--- config.mk ---
export PLATFORM = sky130hd
export DESIGN_NAME = safe_softmax_log2_neg
export DESIGN_NICKNAME = d
export VERILOG_FILES = /design/src/rtl/safe_softmax_log2_neg.sv
export SDC_FILE = /design/constraint.sdc
export NUM_CORES = 1
export LEC_CHECK = 0
export ABC_CLOCK_PERIOD_IN_PS = 6950
export CAP_MARGIN = 25
export CORE_MARGIN = 2
export CORE_UTILIZATION = 40
export DETAILED_ROUTE_END_ITERATION = 6
export MAX_ROUTING_LAYER = met4
export PLACE_DENSITY = 0.59
export SYNTH_ARGS = -nofsm -noshare
export SYNTH_HDL_FRONTEND = slang
export SYNTH_SLANG_ARGS = --single-unit
--- constraint.sdc ---
create_clock -name I_CLK -period 6.95 [get_ports I_CLK]
set_clock_uncertainty 0.1 [all_clocks]
set_input_delay 1.39 -clock I_CLK [delete_from_list [all_inputs] [get_ports I_CLK]]
set_output_delay 1.39 -clock I_CLK [all_outputs]
set_load 0.02 [all_outputs]
--- src/rtl/safe_softmax_log2_neg.sv ---
// safe_softmax_log2_neg: -log2(y) for an unsigned Q2.13 input y in 1..8192.
// Normalises y to a Q1.15 mantissa, then extracts 13 fraction bits of
// log2(mantissa) by repeated squaring (one bit per cycle). The result is
// returned as integer part + 0.13 fraction, in the same format as the
// softmax exp2 LUT input.
module safe_softmax_log2_neg #(
  parameter int D_W = 16
) (
  input  logic           I_CLK,
  input  logic           I_RST,
  input  logic           I_VALID,
  output logic           O_READY,
  input  logic [D_W-1:0] I_X,
  output logic           O_VALID,
  input  logic           I_READY,
  output logic [3:0]     O_INT,
  output logic [D_W-4:0] O_FRAC,
  output logic           O_ERR
);

  typedef enum logic [1:0] {S_IDLE, S_NORM, S_ITER, S_DONE} state_t;

  state_t         r_state;
  logic [D_W-1:0] r_x;
  logic [15:0]    r_m;
  logic [12:0]    r_l;
  logic [3:0]     r_k;
  logic [3:0]     r_cnt;
  logic [3:0]     r_int;
  logic [12:0]    r_frac;
  logic           r_err;
  logic           r_valid;

  logic [3:0]     w_p;
  logic [3:0]     w_k;
  logic [15:0]    w_mant;
  logic [16:0]    w_sq;
  logic [15:0]    w_m_next;
  logic [12:0]    w_l_next;

  // Leading-one position of the captured input (bits 0..13 cover 1..8192).
  always_comb begin
    w_p = '0;
    for (int i = 0; i < 14; i++)
      if (r_x[i]) w_p = 4'(i);
  end

  assign w_k    = 4'd13 - w_p;
  assign w_mant = 16'(r_x << (4'd15 - w_p));

  // Square of the Q1.15 mantissa, kept as P[31:15]; bit 16 is P[31].
  // Lower product bits are truncated.
  assign w_sq     = 17'(({16'd0, r_m} * {16'd0, r_m}) >> 15);
  assign w_m_next = w_sq[16] ? w_sq[16:1] : w_sq[15:0];
  assign w_l_next = {r_l[11:0], w_sq[16]};

  assign O_READY = (r_state == S_IDLE);
  assign O_VALID = r_valid;
  assign O_INT   = r_int;
  assign O_FRAC  = r_frac;
  assign O_ERR   = r_err;

  // Control FSM plus datapath registers; results only change on entry to DONE
  // so they stay stable while the consumer stalls.
  always_ff @(posedge I_CLK) begin
    if (I_RST) begin
      r_state <= S_IDLE;
      r_x     <= '0;
      r_m     <= '0;
      r_l     <= '0;
      r_k     <= '0;
      r_cnt   <= '0;
      r_int   <= '0;
      r_frac  <= '0;
      r_err   <= 1'b0;
      r_valid <= 1'b0;
    end else begin
      unique case (r_state)
        S_IDLE: begin
          if (I_VALID) begin
            r_x     <= I_X;
            r_state <= S_NORM;
          end
        end
        S_NORM: begin
          if (r_x == '0) begin
            r_int   <= 4'd15;
            r_frac  <= '1;
            r_err   <= 1'b1;
            r_state <= S_DONE;
          end else if (r_x > D_W'(8192)) begin
            r_int   <= '0;
            r_frac  <= '0;
            r_err   <= 1'b1;
            r_state <= S_DONE;
          end else begin
            r_k     <= w_k;
            r_m     <= w_mant;
            r_l     <= '0;
            r_cnt   <= '0;
            r_state <= S_ITER;
          end
        end
        S_ITER: begin
          r_m   <= w_m_next;
          r_l   <= w_l_next;
          r_cnt <= r_cnt + 4'd1;
          if (r_cnt == 4'd12) begin
            // -log2(y) = k - L/8192; borrow one from k when L is non-zero.
            if (w_l_next == '0) begin
              r_int  <= r_k;
              r_frac <= '0;
            end else begin
              r_int  <= r_k - 4'd1;
              r_frac <= 13'd0 - w_l_next;
            end
            r_err   <= 1'b0;
            r_state <= S_DONE;
          end
        end
        S_DONE: begin
          // Valid is raised one cycle after the result registers load.
          if (!r_valid) begin
            r_valid <= 1'b1;
          end else if (I_READY) begin
            r_valid <= 1'b0;
            r_state <= S_IDLE;
          end
        end
        default: r_state <= S_IDLE;
      endcase
    end
  end

endmodule

# After elaboration in Yosys (flattened, before gate mapping)
# Cells that the tools add are included.
[op_classes]
n_reduce_logical = 9
n_eq_ne = 11
multipliers = 1
add_sub_neg = 5
mux = 46
shifts = 1
bitwise = 2
order_cmp = 1
[ops]
columns = ["op", "n"]
rows = [
  ["4-bit 2-to-1 mux", 17],
  ["13-bit 2-to-1 mux", 4],
  ["16-bit 2-to-1 mux", 3],
  ["16-bit by 16-bit multiplier with 32-bit output", 1],
  ["16-bit case mux with 2 select lines", 1],
  ["13-bit case mux with 2 select lines", 1],
  ["12-bit 2-to-1 mux", 2],
  ["12-bit case mux with 2 select lines", 1],
  ["16-bit by 14-bit greater-than comparator with 1-bit output (second input constant)", 1],
  ["16-bit logical NOT", 1],
  ["4-bit case mux with 2 select lines", 2],
  ["16-bit by 4-bit left shift with 16-bit output", 1],
  ["13-bit logical NOT", 1],
  ["1-bit by 13-bit subtractor with 13-bit output (first input constant)", 1],
  ["2-bit inequality test (second input constant)", 6],
  ["2-bit 2-to-1 mux", 5],
  ["3-bit AND reduction", 3],
  ["1-bit 2-to-1 mux", 8],
  ["2-bit case mux with 4 select lines", 1],
  ["4-bit subtractor (first input constant)", 2],
  ["4-bit by 1-bit adder with 4-bit output (second input constant)", 1],
  ["2-bit equality test (second input constant)", 2],
  ["4-bit equality test (second input constant)", 1],
  ["4-bit AND reduction", 1],
  ["8 further kinds", 9],
]
[totals]
ff_bits = 73
wordCells = 86
inputBits = 20

# Depth between registers and ports, before layout
[depth]
ltp_word = 18
mapped_depth = 32
depth_no_buf = 29

# Worst setup path after synthesis
# Ideal clock, no wire load.
[synth_timing]
path_type = "reg-to-reg"
start = "register r_m[14]"
end = "register r_frac[9], in the netlist O_FRAC[9]"
setup_time_ns = 0.122
t_arrival_ns = 6.840
required_time_ns = 6.728
path_slack_ns = -0.112
path_buffers = 4
path_stages_with_launch = 30
path_cell_list = "dfxtp_1 clkbuf_1 clkbuf_1 nand2_1 fa_1 fa_1 inv_1 fa_1 fa_1 fa_1 inv_1 fa_1 inv_1 ha_1 clkbuf_1 a21o_1 a21oi_1 o21ai_0 o31a_1 o21ai_1 nand3_2 inv_1 buf_2 ha_1 nand4b_1 nor2_1 nor2_1 and3_1 nand3_1 nand3_1"
[synth_between]
elab_chain_len = 5
elab_cells_between_ends = 6
classes_between = "1 x add/sub; 1 x mul; 3 x mux; 1 x reduce/logical"
[synth_rtl]
columns = ["item", "line", "source"]
rows = [
  ["from (decl)", "25", "logic [15:0] r_m;"],
  ["from (signal assigned)", "98", "r_m <= w_mant;"],
  ["from (signal assigned)", "105", "r_m <= w_m_next;"],
  ["16-bit by 16-bit multiplier with 32-bit output *", "53", "assign w_sq = 17'(({16'd0, r_m} * {16'd0, r_m}) >> 15);"],
  ["1-bit by 13-bit subtractor with 13-bit output / 13-bit logical NOT (equally long branches)", "115, 110", ""],
  ["13-bit 2-to-1 mux *", "110", "if (w_l_next == '0) begin"],
  ["13-bit 2-to-1 mux *", "108", "if (r_cnt == 4'd12) begin"],
  ["13-bit case mux with 2 select lines *", "78", "unique case (r_state)"],
  ["to (signal assigned)", "115", "r_frac <= 13'd0 - w_l_next;"],
  ["to (decl)", "30", "logic [12:0] r_frac;"],
]
# Every way passes the cells marked *; elsewhere a longest branch is shown, timed or not. The select of a mux whose other input is x is not followed.
# A chain may end at the register's enable or synchronous reset.

# Worst setup path after layout
[layout_timing]
start = "register r_m[2]"
end = "register r_frac[7], in the netlist O_FRAC[7]"
# Same word-level chain as after synthesis.

==> impl_metrics.tcl <==
set metrics [dict create \
    yosys-top-cells-area "fa_1 (29%), dfxtp_1 (13%), ha_1 (12%)" \
    synth_top_area_share 0.2896 \
    dp_slack_ns -0.03368 \
    cp_max_fo 5 \
    route.detailed.drc 0 \
    wl_um 28010 \
    fillers 2743 \
    drv_cap 0 \
    power_density_nw_per_um2 314.2 \
    critPathTopFamily "adder cells" \
    fin_crit_ns 6.701 \
    setup.worst_path.end_class "flip-flop" \
    critPathLaunchType "flip-flop" \
    cts_made_buffers 9 \
    synth_fa_ha_area_frac 0.4126 \
    cts_sinks 73 \
    grt_max_degree 44 \
    cts_tree "yes" \
    dpl_cell_area_um2 12410 \
    setup_viol 0 \
    multiInputGateArea_um2 8566 \
    worst-path-buf-inv 11 \
    total_power_mw 4.050 \
    syn_inst 1363 \
    drtAntennaViolNets 0 \
    final_cell_mix "inv_1 (274), fa_1 (161), nand2_1 (144)" \
    dr_total_vias 9202 \
    final_common_cell "inv_1" \
    ir_drop_mv 0.2286 \
    instances_no_fill 1815 \
    worstSetupPathType "flip-flop to flip-flop" \
    placed_cells 1797 \
    fin_nets 1724 \
    synth_mux_area_frac 0.02179 \
    clk_path_buf_depth 2 \
    finalWorstSetupSlack_ns 0.2490 \
    fp.dieW_um 171.3 \
    ys_seq_area_frac 0.1305 \
    root_buffer "clkbuf_16" \
    path_clk_slew_ns 0.06 \
    diodes 0 \
    async_flop_share 0 \
    drt_iter0_drc 481 \
    synth_edf_count 0 \
    ys_types 64 \
    dieHeight_um 171.3 \
    wl_per_cell_um 15.43 \
    gp_congestion 0.9126 \
    synth-simple-area-share 0.1729 \
    dieArea_um2 29350 \
    critPathSlowestCell "fa_1" \
    syn_area_um2 11200 \
    p_leak_nw 6.626 \
    yosysWarnings 0 \
    design.core.area_um2 27710 \
    synth_top_family_by_area "adder cells" \
    first_pass_iters 5 \
    num_io_pins 40 \
    status "complete, no violations" \
    setup_tns_ns 0 \
    io_buffer_count 39 \
    worstHoldPathType "flip-flop to flip-flop" \
    ys.flop_type "dfxtp_1" \
    hold_buffers 0 \
    worst_pin_slew_ns 0.9635 \
    grt_use_total 0.2079 \
    area_delta_synth_final_pct 15.14 \
    max_slew_margin 0.3534 \
    design_area_um2 12890 \
    finish.utilization 0.4653 \
    dp_hpwl_um 22880 \
    antenna_found_initial 0 \
    grt.overflow.total 0 \
    crit_path_max_incr_delay_ns 0.54 \
    drt-vias-per-instance 5.070 \
    grt_pass1_vias 9361 \
    required_ns 7.11 \
    rsz0062_at_grt "yes" \
    clk-insertion-delay-late_ns 0.35 \
    period_share 0.9642 \
    max_freq_mhz 149.2 \
    start_util 0.4041 \
    drive_gt1_frac 0.1065 \
    row_count 61 \
    ys_ff_latch 73 \
    maxSlewViolCount 0 \
    synth_nets 1655 \
    synth_largest_area_cell "fa_1" \
    htreeDepth 3 \
    synth_compound_area_frac 0.1209 \
    crit_top_cell "inv_1" \
    hold_violations 0 \
    grt_first_pass_wirelength_um 46950 \
    crit_arrival_ns 6.86 \
    syn_avg_cell_area_um2 8.215 \
    synth-xor-area-share 0.02660 \
    whs_ns 0.3608 \
    seq_area_um2 1493 \
]
-- repair_timing --
action	CTS	global route
gates resized for setup	4	46
pin swaps	0	15
buffers inserted	0	1
endpoints found under the setup margin	4	20
endpoints found under the hold margin	0	0
-- kinds of logic after synthesis --
group                    count (synthesis)
buffers and inverters                  336
AND/OR/NAND/NOR                        417
AO/OA/AOI/OAI                          207
flip-flops                              73
adder cells (fa/ha/maj)                272
XOR/XNOR                                34
multiplexers                            24
-- worst register-to-register path: cells and delay by family (launching register included) --
kind                     cells  cell delay [ns]
flip-flops                   1             0.36
buffers and inverters       11             0.88
adder cells (fa/ha/maj)      8             3.53
AND/OR/NAND/NOR              8             1.33
AO/OA/AOI/OAI                3             0.43
-- final timing paths --
kind / startpoint / end / slack [ns] / cells after the start
setup reg to reg: r_m[2] / O_FRAC[7] / 0.25 / 30
setup / recovery: r_m[2] / O_FRAC[7] / 0.25 / 30
hold / removal: r_x[15] / r_x[15] / 0.36 / 2
hold reg to reg: r_x[15] / r_x[15] / 0.36 / 2
-- layer usage --
metal	vias up	wire [µm]	GRT usage
li1	4505	-	-
met1	4460	12390	0.2570
met2	200	14120	0.3657
met3	37	925	0.02163
met4	0	567	0.04974
met5	-	0	-
-- cell usage after synthesis (all sizes together) (4+ instances only) --
cell,number
buf,10
nor2b,7
or2,11
a221oi,9
nand4,8
mux2i,21
o21ai,33
nand2,145
o21a,5
a21oi,64
a21o,8
inv,275
o211ai,7
clkbuf,51
a311oi,6
or4,4
nor3,28
xor2,11
nor3b,4
dfxtp,73
ha,110
o31ai,8
a22oi,15
or3,4
a211oi,8
nand2b,6
a31o,4
fa,162
nor4,6
nand3,25
a31oi,11
xnor2,23
and3,10
and2,37
nor2,114
and4,4
-- sequential cells by signal (all words and copies together) (netlist names) --
name     count
O_INT        4
O_FRAC      13
r_cnt        4
O_ERR        1
O_VALID      1
r_x         16
r_k          4
r_l         12
r_m         16
r_state      2
-- where the power goes --
group / internal [mW] / switching, mW / leakage, nW / total, mW
Combinational: 1.16 / 1.65 / 5.87 / 2.81
Clock: 0.325 / 0.188 / 0.153 / 0.513
Sequential: 0.555 / 0.169 / 0.604 / 0.724
Total: 2.04 / 2.01 / 6.63 / 4.05
-- area by class of cell --
cell class                      instances  area share
Inverter                              275     0.08007
Timing Repair Buffer                  119     0.07803
Tap cell                              378     0.03668
Multi-Input combinational cell        954      0.6644
Clock inverter                          4    0.005920
Sequential cell                        73      0.1158
Clock buffer                           12     0.01912
No activity file was read; power rests on OpenSTA's default activity.
